### src/rtl/rgbled_ctrl.sv
// Frame sequencer for the WS281x LED chain: holds one {R,G,B} register per LED and streams a frame to ws281x_drv.
// Optional autorefresh is enabled by defining RGBLED_CTRL_AUTOREFRESH_EN.
module rgbled_ctrl #(
   parameter int NumLeds       = 2,
   parameter int RefreshPeriod = 1_000_000,
   localparam int IdxW         = (NumLeds > 1) ? $clog2(NumLeds) : 1
) (
   input  logic            clk_i,
   input  logic            rst_i,
   input  logic            set_i,
   input  logic [IdxW-1:0] set_idx_i,
   input  logic [23:0]     set_rgb_i,
   input  logic            refresh_i,
   input  logic            off_i,
   output logic            busy_o,
   output logic            go_o,
   output logic [23:0]     data_o,
   output logic            data_valid_o,
   output logic            data_last_o,
   input  logic            data_ack_i,
   input  logic            idle_i
);

   typedef enum logic [1:0] {IDLE, SEND, WAIT_IDLE} state_e;

   localparam logic [IdxW-1:0] LastIdx = IdxW'(NumLeds - 1);

   state_e          state_q, state_d;
   logic [IdxW-1:0] idx_q, idx_d;
   logic [23:0]     data_q, data_d;
   logic            last_q, last_d;
   logic            pending_q, pending_d;
   logic            load;
   logic [IdxW-1:0] load_idx;
   logic [23:0]     load_rgb;
   logic            tick;
   logic [23:0]     rgb_q [NumLeds];

   // The driver expects green first on the wire.
   function automatic logic [23:0] to_grb(input logic [23:0] rgb);
      return {rgb[15:8], rgb[23:16], rgb[7:0]};
   endfunction

`ifdef RGBLED_CTRL_AUTOREFRESH_EN
   localparam int CntW = (RefreshPeriod > 1) ? $clog2(RefreshPeriod) : 1;
   localparam logic [CntW-1:0] CntLast = CntW'(RefreshPeriod - 1);

   logic [CntW-1:0] refresh_cnt_q;

   always_ff @(posedge clk_i) begin
      if (rst_i || refresh_cnt_q == CntLast) refresh_cnt_q <= '0;
      else                                   refresh_cnt_q <= refresh_cnt_q + CntW'(1);
   end

   assign tick = (refresh_cnt_q == CntLast);
`else
   logic unused_refresh_period;

   assign unused_refresh_period = ^32'(RefreshPeriod);
   assign tick = 1'b0;
`endif

   always_ff @(posedge clk_i) begin
      if (rst_i || off_i) begin
         for (int i = 0; i < NumLeds; i++) rgb_q[i] <= '0;
      end else if (set_i) begin
         for (int i = 0; i < NumLeds; i++) begin
            if (set_idx_i == IdxW'(i)) rgb_q[i] <= set_rgb_i;
         end
      end
   end

   always_comb begin
      state_d   = state_q;
      idx_d     = idx_q;
      data_d    = data_q;
      last_d    = last_q;
      pending_d = pending_q | refresh_i | off_i | tick;
      load      = 1'b0;
      load_idx  = '0;
      load_rgb  = '0;
      unique case (state_q)
         IDLE: begin
            if ((pending_q || refresh_i || off_i) && idle_i) begin
               state_d   = SEND;
               idx_d     = '0;
               pending_d = 1'b0;
               load      = 1'b1;
            end
         end
         SEND: begin
            if (data_ack_i) begin
               if (idx_q == LastIdx) begin
                  state_d = WAIT_IDLE;
                  last_d  = 1'b0;
               end else begin
                  idx_d    = idx_q + IdxW'(1);
                  load     = 1'b1;
                  load_idx = idx_q + IdxW'(1);
               end
            end
         end
         WAIT_IDLE: begin
            if (idle_i) state_d = IDLE;
         end
         default: state_d = IDLE;
      endcase
      // Same-cycle clear or write to the word being loaded is forwarded.
      if (load) begin
         if (off_i)                               load_rgb = '0;
         else if (set_i && set_idx_i == load_idx) load_rgb = set_rgb_i;
         else                                     load_rgb = rgb_q[load_idx];
         data_d = to_grb(load_rgb);
         last_d = (load_idx == LastIdx);
      end
   end

   always_ff @(posedge clk_i) begin
      if (rst_i) begin
         state_q   <= IDLE;
         idx_q     <= '0;
         data_q    <= '0;
         last_q    <= 1'b0;
         pending_q <= 1'b0;
      end else begin
         state_q   <= state_d;
         idx_q     <= idx_d;
         data_q    <= data_d;
         last_q    <= last_d;
         pending_q <= pending_d;
      end
   end

   assign busy_o       = (state_q != IDLE);
   assign go_o         = (state_q == SEND);
   assign data_valid_o = (state_q == SEND);
   assign data_last_o  = last_q;
   assign data_o       = data_q;

endmodule

### config.mk
export PLATFORM = sky130hd
export DESIGN_NAME = rgbled_ctrl
export DESIGN_NICKNAME = d
export VERILOG_FILES = /design/src/rtl/rgbled_ctrl.sv
export SDC_FILE = /design/constraint.sdc
export NUM_CORES = 1
export LEC_CHECK = 0
export ABC_AREA = 0
export BUFFER_PORTS_ARGS = -buffer_cell sky130_fd_sc_hd__buf_2
export CELL_PAD_IN_SITES_DETAIL_PLACEMENT = 2
export CELL_PAD_IN_SITES_GLOBAL_PLACEMENT = 2
export CORE_MARGIN = 2
export CORE_UTILIZATION = 40
export DETAILED_ROUTE_END_ITERATION = 6
export PLACE_DENSITY_LB_ADDON = 0.1
export SETUP_SLACK_MARGIN = 0.05
export SLEW_MARGIN = 20
export SYNTH_ARGS = -nofsm -noshare
export SYNTH_HDL_FRONTEND = slang
export SYNTH_SLANG_ARGS = --single-unit
export TNS_END_PERCENT = 100
### constraint.sdc
create_clock -name clk_i -period 3.09 [get_ports clk_i]
set_clock_uncertainty 0.2 [all_clocks]
set_input_delay 0.309 -clock clk_i [delete_from_list [all_inputs] [get_ports clk_i]]
set_output_delay 0.309 -clock clk_i [all_outputs]
set_load 0.1 [all_outputs]
# Word-level counts from Yosys, hierarchy flattened
# Memory sizes are Yosys's and may differ from the RTL's.
# Index checks and enable logic that the tools add are counted.
# classes
bitwise_logic	4
add_sub_neg	1
eq_ne	7
n_reduce_logical	14
mux	36
# op_table
cell	n
24-bit two-way mux	4
1-bit two-way mux	25
2-bit nonzero test	5
2-bit two-way mux	4
2-bit one-hot mux with 3 select lines	1
3-bit AND reduction	2
2-bit by 1-bit inequality test with 1-bit output, second input constant	2
2-bit inequality test, second input constant	2
1-bit OR	4
1-bit one-hot mux with 2 select lines	2
4-bit AND reduction	1
1-bit logical OR	3
2-bit by 1-bit == test with 1-bit output, second input constant	1
2-bit == test, second input constant	1
1-bit logical AND	2
2-bit logical NOT	1
1-bit adder, second input constant	1
1-bit == test	1
# word_totals
memories	1
ramBits	48
reg_bits	29
# memory_table
memory	words	width	rd	rd_ports_with_merged_regs	wr	line	text
rgb_q	2	24	1	0	2	37	logic [23:0] rgb_q [NumLeds];

# Longest topological paths before layout
# Gate-level depths: netlist of run 1.
# logic_depth
ltp_word	8
ltp_mapped	6
mapped_depth_nobuf	4

# Worst setup path before layout of run 1
# Ideal clock, no wire load.
# synth_path
kind	reg-to-output
startpoint	register state_q[0]
endpoint	output go_o
n_path_buf	1
t_arrival_ps	2322
slack_ps	259
path_stages_with_launch	3
cell_sequence	dfxtp_1 > nor2b_1 > buf_4
# synth_between
elab_chain_cells	1
# synth_rtl
item	line	text
from (decl)	28	state_e state_q, state_d;
from (signal assigned)	126	state_q <= state_d;
2-bit by 1-bit == test with 1-bit output	n/a	
to (decl)	16	output logic go_o,
# No other way between the ends.

# Final worst setup path of run 1
# layout_path
startpoint	register idx_q
endpoint	register data_q[23], in the netlist data_o[23]
# layout_between
elab_chain_cells	8
word_cells_on_any_way	12
classes_between	add/sub: 1; eq/ne: 1; mux: 8; reduce/logical: 1; memory: 1
# layout_rtl
item	line	text
from (decl)	29	logic [IdxW-1:0] idx_q, idx_d;
from (signal assigned)	127	idx_q <= idx_d;
1-bit adder	99	load_idx = idx_q + IdxW'(1);
1-bit two-way mux	93	if (idx_q == LastIdx) begin
1-bit two-way mux	92	if (data_ack_i) begin
1-bit two-way mux	82	unique case (state_q)
1-bit == test	111	else if (set_i && set_idx_i == load_idx) load_rgb = set_rgb_i;
1-bit logical AND	111	
24-bit two-way mux	111	
24-bit two-way mux	110	if (off_i) load_rgb = '0;
to (signal assigned)	128	data_q <= data_d;
to (decl)	30	logic [23:0] data_q, data_d;
# Parallel ways exist; a longest one is shown, timed or not.
# A chain may end at the register's enable or synchronous reset.

==> results of run 1 <==
-- through the flow --
| stage | power [mW] | util | hold WS [ns] |
|---|---|---|---|
| 6_report | 2.34 | 0.488 | 0.0636 |
| 3_5_place_dp | 1.59 | 0.461 | 0.253 |
| 3_3_place_gp | 1.58 | 0.461 | 0.244 |
| 2_1_floorplan | 1.49 | - | 0.178 |
| 4_1_cts | 2.35 | 0.486 | 0.0458 |
| 5_1_grt | 2.42 | 0.488 | 0.0586 |
-- per-layer routing --
metal  global-route usage  vias up  share of wire
met1                0.234     1131           0.41
met2                0.385       43           0.55
met4               0.0417        0         0.0055
met5                    0        -              0
li1                     -     1022              -
met3               0.0492        4          0.031
-- cell usage after synthesis --
master    number  share of area
a21boi_2       1         0.0035
a21oi_1        3         0.0047
a32o_1        24          0.075
a32oi_1        1         0.0027
and3_1        24          0.047
and4bb_1       1         0.0039
buf_2          6         0.0094
buf_4          3         0.0071
buf_6          3          0.011
clkbuf_1       4         0.0047
dfxtp_1       29           0.18
edfxtp_1      48           0.45
mux2_4         1         0.0047
mux2i_1       24          0.075
mux2i_4        1         0.0071
nand2_1       30          0.035
nand2b_1      26          0.051
nand3_1        1         0.0016
nand3b_1       1         0.0024
nor2_1         3         0.0035
nor2b_1        1         0.0020
nor3_1         2         0.0031
nor3b_1        1         0.0024
nor3b_2        1         0.0039
or2_1          1         0.0020
or2_2          1         0.0020
-- registers in the layout, indices dropped and copies added (netlist names) --
| name | flops |
|---|---|
| data_o | 24 |
| pending_q | 1 |
| data_last_o | 1 |
| state_q | 2 |
| rgb_q | 48 |
| idx_q | 1 |
-- power by group --
group | switching [mW] | internal (mW) | total [mW]
Clock | 0.388 | 0.376 | 0.763
Combinational | 0.291 | 0.0985 | 0.389
Sequential | 0.0255 | 1.16 | 1.18
Total | 0.704 | 1.63 | 2.34
-- cell families (layout without fill, tap and decap cells) --
group	Yosys count	count (layout)	share of synthesized area
compound gates	29	29	0.0864
simple gates	93	93	0.160
flops	77	77	0.634
mux	26	26	0.0872
buf+inv	16	82	0.0318
-- worst min-delay path by stage --
stage	startpoint	to	slack [ns]	cells after the start
floorplan	rst_i	data_last_o	0.18	1
global placement	data_o[22]	data_o[22]	0.24	1
detailed placement	data_o[16]	data_o[16]	0.25	1
CTS	rst_i	state_q[1]	0.05	2
global route	rst_i	state_q[1]	0.06	2
finish	rst_i	state_q[1]	0.06	2
-- layout make-up --
type	instances	area [µm²]	share of cell area
multi-input cells	148	1070	0.284
repair buffers	66	355	0.0943
clock inverters	5	61.3	0.0163
clock buffers	11	131	0.0348
well taps	102	128	0.0339
flip-flops and latches	77	2020	0.536
-- worst reg2reg max path: cells and delay by family (launching register included) --
family | cells | cell delay (ns)
buf+inv | 1 | 0.45
simple gates | 2 | 0.56
mux | 1 | 0.44
flops | 1 | 0.35
compound gates | 1 | 0.29
==> summary.txt, run 1 <==
Timing
  • Worst Slack Setup Final: approximately 0.7 ns
  • TNS Setup: 0 ns
  • Final setup violation count: 0
  • Fin crit period: roughly 2.4 ns
  • Tcrit/Tclk final: 0.771
  • Worst slew pin tran: approximately 0.94 ns
  • Final hold violations: 0
  • Fmax: around 420 MHz
  • Headroom to the max-slew limit: 0.362
  • RSZ-0062 raised after global routing: no
  • Final slew viol count: 0

Final layout
  • Fillers: between 700 and 800
  • Non-filler instance count after layout: between 400 and 500
  • Number of diodes: 0
  • Leading cell types in the layout, fill and taps excluded: buf_2 (59), edfxtp_1 (48), nand2_1 (30), dfxtp_1 (29), nand2b_1 (26)
  • Nets: ~330
  • Synth-to-layout area growth: 18.3%
  • Commonest non-fill, non-tap cell in the layout: buf_2
  • Design area: about 0.0038 mm²
  • Share of cells above drive strength 1: 0.283

Critical path
  • CP Capture Type: register
  • Critical path peak fanout: 25
  • Reg-to-Reg Start: idx_q
  • Worst Path Required: between 3 and 4 ns
  • Crit-path max cell delay: 0.45 ns
  • WP data arrival: 2.43 ns
  • Worst path depth: 5
  • Reg2reg path depth: 5
  • Critical-path cell list: and4bb_2, buf_4, mux2_4, nand2_1, a32o_1
  • Critical path class: reg -> reg
  • R2r setup slk: between 0.7 and 0.8 ns
  • CP bufs+invs: 1
  • Top Family by Delay on Critical Path: simple AND/OR/NAND/NOR gates
  • Startpoint types: register
  • Slowest cell on crit path: buf_4
  • CP endpoint: data_o[23]
  • CP startpoint: idx_q
  • FF-to-FF End: data_o[23]

Yosys
  • Warnings, synthesis: 0
  • Syn nets: roughly 270
  • Synth Register Bits: just under 80
  • Avg Cell Area, Syn: 13.2 µm²
  • Cells after Synth: roughly 240
  • Number of library cell types mapped by synthesis: 26
  • Mapped cell area: roughly 0.0032 mm²
  • Register area share after synthesis: 0.634

Routing
  • Remaining antenna violation count: 0
  • Via Count: roughly 2.2k
  • Iteration-0 DRC Markers: roughly 110
  • Drt wl/cell: a little over 20 µm
  • Vias per inst: around 5.4
  • Drt pass-1 iters: 4
  • DRC violation count after routing: 0
  • Final WL: approximately 8400 µm

Clock network
  • Hold_buf cts: 0
  • Root Buffer: clkbuf_8
  • Reg clk slew, reported paths: approximately 0.09 ns
  • H-tree depth: 3
  • Setup Buffers After CTS: 0
  • Clk_lat worst skew: between 0.3 and 0.4 ns
  • CTS resizes: 0
  • CTS tree: yes
  • Max Root-Sink Buffers: 2
  • Num CTS Buffers: 9
  • Clock Sinks: 77

Power
  • Maximum vdd drop: about 0.00032 V
  • P_leak: about 1.6 nW
  • Pwr dens: about 620 mW/mm²

Placed design
  • Placed cells: between 300 and 400
  • HPWL Detailed: slightly above 5000 µm
  • Port-buffer cells: 59
  • Routability cong.: a little under 0.7
  • Setup WS pre-CTS: between 0.6 and 0.7 ns
  • Cell Area, Placed: 0.00356 mm²

GRT
  • Grt ovf: 0
  • Largest net degree at the start of global routing: 26
  • Total global-route track usage: 0.204
  • Initial antenna violation count: 0
  • Vias in the first global route: approximately 2.5k
  • First-pass GRT wire length: roughly 13000 µm

Hold path
  • Hold Path Class: in -> reg

Floorplanning
  • Die Footprint: between 0.008 and 0.009 mm²
  • Starting Density: 0.412
  • DIE HEIGHT: 93.3 µm
  • Core area: between 0.007 and 0.008 mm²
  • Std cell rows: 32
  • Ports: 60
  • DIE WIDTH: 93.3 µm

Flow run
  • Max Cap Viol: 0

Run status
  • Status: finished clean
(Power assumes the default switching activity.)
==> inputs of run 2 (changes only) <==
CORE_UTILIZATION = 37   (was 40)
clock period = 2.5 ns   (was 3.09 ns; I/O delays follow)
==> summary.txt, run 2 (synthesized netlist as in run 1, its figures left out) <==
Clock network
  • Root Buffer: clkbuf_8
  • CTS tree: yes
  • Num CTS Buffers: 9 (unchanged)
  • Clk_lat worst skew: 0.35 ns (about the same)
  • Reg clk slew, reported paths: 0.08 ns (about the same)
  • Clock Sinks: 77 (unchanged)
  • Max Root-Sink Buffers: 2 (unchanged)
  • H-tree depth: 3 (unchanged)
  • CTS resizes: 0 (unchanged)

Final layout
  • Largest Register: rgb_q
  • Leading cell types in the layout, fill and taps excluded: buf_2 (59), edfxtp_1 (48), nand2_1 (30), dfxtp_1 (29), nand2b_1 (26)
  • Commonest non-fill, non-tap cell in the layout: buf_2
  • Synth-to-layout area growth: 20.7%
  • Share of cells above drive strength 1: 0.294 (+0.0105)
  • Non-filler instance count after layout: 418 (+2.2%)
  • Util after Layout: 0.463 (-0.0244)
  • Max reg flops: 48 (unchanged)
  • Nets: 340 (+1.8%)
  • Number of diodes: 0 (unchanged)

Routing
  • Iteration-0 DRC Markers: 59 (-46%)
  • Final WL: 8230 µm (-2.1%)
  • Drt wl/cell: 19.7 µm (-4.2%)
  • DRC violation count after routing: 0 (unchanged)
  • Drt pass-1 iters: 4 (unchanged)
  • Via Count: 2218 (+0.82%)
  • Vias per inst: 5.31 (-1.4%)
  • Remaining antenna violation count: 0 (unchanged)

Power
  • Switching pwr: 0.849 mW (+21%)
  • Combinational power share: 0.167 (about the same)
  • Seq pwr share: 0.499 (-0.008)
  • Clock network fraction of total power: 0.334 (+0.007)
  • Sw Share: 0.290 (-0.0114)
  • P_leak: 1.66 nW (+2.9%)
  • Internal Power: 2.08 mW (+27%)
  • Maximum vdd drop: 0.000286 V (-12%)
  • Pwr dens: 762 mW/mm² (+23%)

Floorplanning
  • Ports: 60 (unchanged)
  • DIE HEIGHT: 96.8 µm (+3.8%)
  • DIE WIDTH: 96.8 µm (+3.8%)
  • Std cell rows: 33 (+3.1%)
  • Core area: 0.00830 mm² (+7.4%)
  • Starting Density: 0.384 (-0.0284)
  • Die Footprint: 0.00937 mm² (+7.7%)

Flow run
  • Max Cap Viol: 0 (unchanged)

Placed design
  • Placed cells: 401 (+2.3%)
  • Port-buffer cells: 59 (unchanged)
  • HPWL Detailed: 5460 µm (+6.1%)
  • Setup WS pre-CTS: 0.174 ns (-0.492 ns)
  • Routability cong.: 0.689 (-0.98%)

Critical path
  • FF-to-FF End: data_o[14]
  • CP Capture Type: register
  • Critical-path cell list: nor3b_1, nand2b_1, a21boi_2, buf_4, a32o_1
  • WP data arrival: 2.38 ns (-0.05 ns)
  • Slowest cell on crit path: a21boi_2
  • Reg2reg path depth: 5 (unchanged)
  • Top Family by Delay on Critical Path: compound AO/OA/AOI/OAI gates
  • R2r setup slk: 0.21 ns (-0.50 ns)
  • CP bufs+invs: 1 (unchanged)
  • Critical path class: reg -> reg
  • Worst Path Required: 2.59 ns (-0.55 ns)
  • Startpoint types: register
  • Crit-path max cell delay: 0.62 ns (+0.17 ns)
  • Reg-to-Reg Start: state_q[1]
  • Critical path peak fanout: 13 (-48%)

Timing
  • RSZ-0062 raised after global routing: no
  • TNS Setup: 0 ns (unchanged)
  • Final setup violation count: 0 (unchanged)
  • Tcrit/Tclk final: 0.917 (+0.146)
  • Fmax: 436 MHz (+4.0%)
  • Final slew viol count: 0 (unchanged)
  • Final hold slack: 0.00792 ns (-0.0557 ns)
  • Final hold violations: 0 (unchanged)
  • Worst Slack Setup Final: 0.207 ns (-0.499 ns)
  • Headroom to the max-slew limit: 0.502 (+0.140)
  • Worst slew pin tran: 0.743 ns (-0.194 ns)
  • Fin crit period: 2.29 ns (-0.0909 ns)

Hold path
  • Worst Hold Launch: refresh_i
  • Hold endpoint: pending_q
  • WHS Path Cells: 3 (+1)
  • Hold Path Class: in -> reg

GRT
  • Vias in the first global route: 2473 (+0.20%)
  • Grt ovf: 0 (unchanged)
  • First-pass GRT wire length: 13000 µm (-1.2%)
  • Largest net degree at the start of global routing: 27 (+3.8%)
  • Total global-route track usage: 0.179 (-0.0254)
  • Initial antenna violation count: 0 (unchanged)

Run status
  • Status: finished clean
run 2: power groups by stage:
| stage | Clock [mW] | Combinational (mW) | Sequential, mW |
|---|---|---|---|
| after CTS | 1.00 | 0.497 | 1.46 |
| final | 0.979 | 0.489 | 1.46 |
| after global routing | 1.06 | 0.520 | 1.47 |
| after floorplan | 0 | 0.213 | 1.63 |
| after detailed placement | 0 | 0.492 | 1.49 |
| after global placement | 0 | 0.480 | 1.48 |
run 2: repair_timing:
item,4_1_cts,5_1_grt
hold buffers,1,0
hold endpoints to repair,4,0
buffers inserted,0,0
run 2: cell type report:
| class | count | area [µm²] |
|---|---|---|
| Clock inverter | 4 | 46.3 |
| Sequential cell | 77 | 2020 |
| Timing Repair Buffer | 72 | 415 |
| Tap cell | 105 | 131 |
| Multi-Input combinational cell | 148 | 1070 |
| Clock buffer | 12 | 156 |
| Fill cell | 846 | 4450 |
run 2: per-layer routing:
| metal | share of wire | global-route usage |
|---|---|---|
| met5 | 0 | 0 |
| met4 | 0.016 | 0.0715 |
| met1 | 0.44 | 0.215 |
| met2 | 0.52 | 0.321 |
| met3 | 0.029 | 0.0267 |
run 2: metrics by stage:
stage	power, mW	area, µm²
global placement	1.96	3620
floorplan	1.85	3190
finish	2.93	3850
detailed placement	1.98	3630
global route	3.05	3850
CTS	2.96	3850
run 2: worst max path at each step:
stage | startpoint | to | slack [ns] | cells past startpoint
after floorplan | state_q[0] | go_o | 0.34 | 2
after global placement | off_i | data_o[9] | 0.19 | 5
after detailed placement | state_q[1] | data_o[14] | 0.17 | 5
after CTS | state_q[1] | data_o[14] | 0.15 | 5
after global routing | state_q[1] | data_o[8] | 0.06 | 5
final | state_q[1] | data_o[14] | 0.21 | 5
run 2: tightest hold or removal path: stages:
cell and delay, ns:
buf_2 0.08, nor3_1 0.04, nor3_1 0.14
==> inputs of run 3 (changes only) <==
CORE_MARGIN = 1.5   (was 2)
GPL_ROUTABILITY_DRIVEN = 0   (was unset)
==> summary.txt, run 3 (synthesized netlist as in run 1, its figures left out) <==
Run status
  • Status: finished clean

Hold path
  • Hold Path Class: in -> reg

GRT
  • Initial antenna violation count: 0 (unchanged)
  • Most used routing layer: met2
  • First-pass GRT wire length: 12400 µm (-4.8%)
  • Vias in the first global route: 2421 (-2.1%)
  • Largest net degree at the start of global routing: 27 (unchanged)
  • Met3 usage: 0.0458 (+0.0191)
  • Total global-route track usage: 0.188 (+0.00900)
  • Met1 Use GR: 0.206 (-0.00937)
  • Met2 usage: 0.354 (+0.0339)
  • Grt ovf: 0 (unchanged)

Routing
  • Final WL: 7890 µm (-4.1%)
  • Via Count: 2190 (-1.3%)
  • DRC violation count after routing: 0 (unchanged)
  • Iteration-0 DRC Markers: 74 (+25%)
  • Remaining antenna violation count: 0 (unchanged)
  • Drt pass-1 iters: 4 (unchanged)
  • Vias per inst: 5.28 (-0.55%)
  • Drt wl/cell: 19.0 µm (-3.4%)

Clock network
  • Clk_lat worst skew: 0.34 ns (about the same)
  • Reg clk slew, reported paths: 0.07 ns (about the same)
  • H-tree depth: 3 (unchanged)
  • Max Root-Sink Buffers: 2 (unchanged)
  • Root Buffer: clkbuf_8
  • Setup Buffers After CTS: 0 (unchanged)
  • CTS tree: yes
  • Clock Sinks: 77 (unchanged)
  • Num CTS Buffers: 9 (unchanged)

Final layout
  • Commonest non-fill, non-tap cell in the layout: buf_2
  • Share of cells above drive strength 1: 0.294 (-0.000381)
  • Largest Register: rgb_q
  • Max reg flops: 48 (unchanged)
  • Non-filler instance count after layout: 415 (-0.72%)
  • Number of diodes: 0 (unchanged)
  • Nets: 337 (-0.88%)
  • Synth-to-layout area growth: 19.6%
  • Leading cell types in the layout, fill and taps excluded: buf_2 (59), edfxtp_1 (48), nand2_1 (30), dfxtp_1 (29), nand2b_1 (26)

Timing
  • Tcrit/Tclk final: 0.882 (-0.0355)
  • Final setup violation count: 0 (unchanged)
  • Final hold violations: 0 (unchanged)
  • Worst slew pin tran: 0.668 ns (-0.0753 ns)
  • Fmax: 454 MHz (+4.0%)
  • RSZ-0062 raised after global routing: no
  • Headroom to the max-slew limit: 0.552 (+0.0505)
  • Fin crit period: 2.20 ns (-0.0887 ns)
  • TNS Setup: 0 ns (unchanged)
  • Final slew viol count: 0 (unchanged)

Placed design
  • Placed cells: 397 (-1.0%)
  • Port-buffer cells: 59 (unchanged)
  • HPWL Detailed: 5310 µm (-2.7%)

Floorplanning
  • DIE WIDTH: 95.8 µm (-1.0%)
  • Ports: 60 (unchanged)
  • DIE HEIGHT: 95.8 µm (-1.0%)
  • Std cell rows: 33 (unchanged)
  • Die Footprint: 0.00918 mm² (-2.1%)
  • Core area: 0.00830 mm² (unchanged)
  • Starting Density: 0.384 (unchanged)

Power
  • P_leak: 1.65 nW (-0.77%)
  • Pwr dens: 736 mW/mm² (-3.5%)
  • Maximum vdd drop: 0.000305 V (+6.7%)

Flow run
  • Max Cap Viol: 0 (unchanged)

Critical path
  • Worst Path Required: 2.58 ns (about the same)
  • WP data arrival: 2.29 ns (-0.09 ns)
  • Startpoint types: register
  • CP Capture Type: register
  • Critical path class: reg -> reg
  • Critical path peak fanout: 13 (unchanged)
-- run 3: cell count changes in the layout (fill, tap and decap cells not counted), sizes merged --
cell / previous run / this run
buf: 71 / 68
bufinv: 1 / 0
clkinv: 2 / 3
-- run 3: stage by stage --
stage	setup WS [ns]	total power, mW	hold WS (ns)	utilization	area (µm²)
after floorplan	0.344	1.85	0.119	-	3190
after global placement	0.216	1.96	0.244	0.435	3610
after detailed placement	0.0938	1.98	0.254	0.435	3610
after CTS	0.110	2.84	0.00792	0.457	3800
after global routing	0.116	2.93	0.0476	0.459	3810
final	0.296	2.80	0.0186	0.459	3810
-- run 3: final timing paths --
path,to,cells after the start,from,slack (ns)
max,data_o[21],5,state_q[1],0.30
min,state_q[1],3,data_ack_i,0.02
max reg2reg,data_o[21],5,state_q[1],0.30
min reg2reg,data_o[11],1,data_o[11],0.26
-- run 3: area by class of cell --
type,count,area [µm²]
Clock buffer,12,155
Clock inverter,4,22.5
Fill cell,863,4490
Multi-Input combinational cell,148,1070
Sequential cell,77,2020
Tap cell,105,131
Timing Repair Buffer,69,405
-- run 3: repair_timing --
item	CTS	global route
endpoints found under the hold margin	3	0
hold buffers	1	0
gates resized for setup	0	0
-- run 3: report_power, final --
part           switching [mW]  total, mW  leakage (nW)  internal, mW
clock network           0.446      0.857        0.0921         0.410
registers              0.0296       1.46         0.771          1.43
logic                   0.356      0.486         0.784         0.130
total                   0.832       2.80          1.65          1.97
-- run 3: critical path, cell delays in order (launching register included) --
cell,delay [ns]
dfxtp_1,0.36
nor3b_1,0.28
nand2b_1,0.19
a21boi_2,0.57
buf_4,0.35
a32o_1,0.19
-- run 3: layer usage --
layer / vias to the layer above / wire, µm
met5: - / 0
met2: 41 / 4320
li1: 1029 / -
met3: 10 / 287
met4: 0 / 106
met1: 1110 / 3180
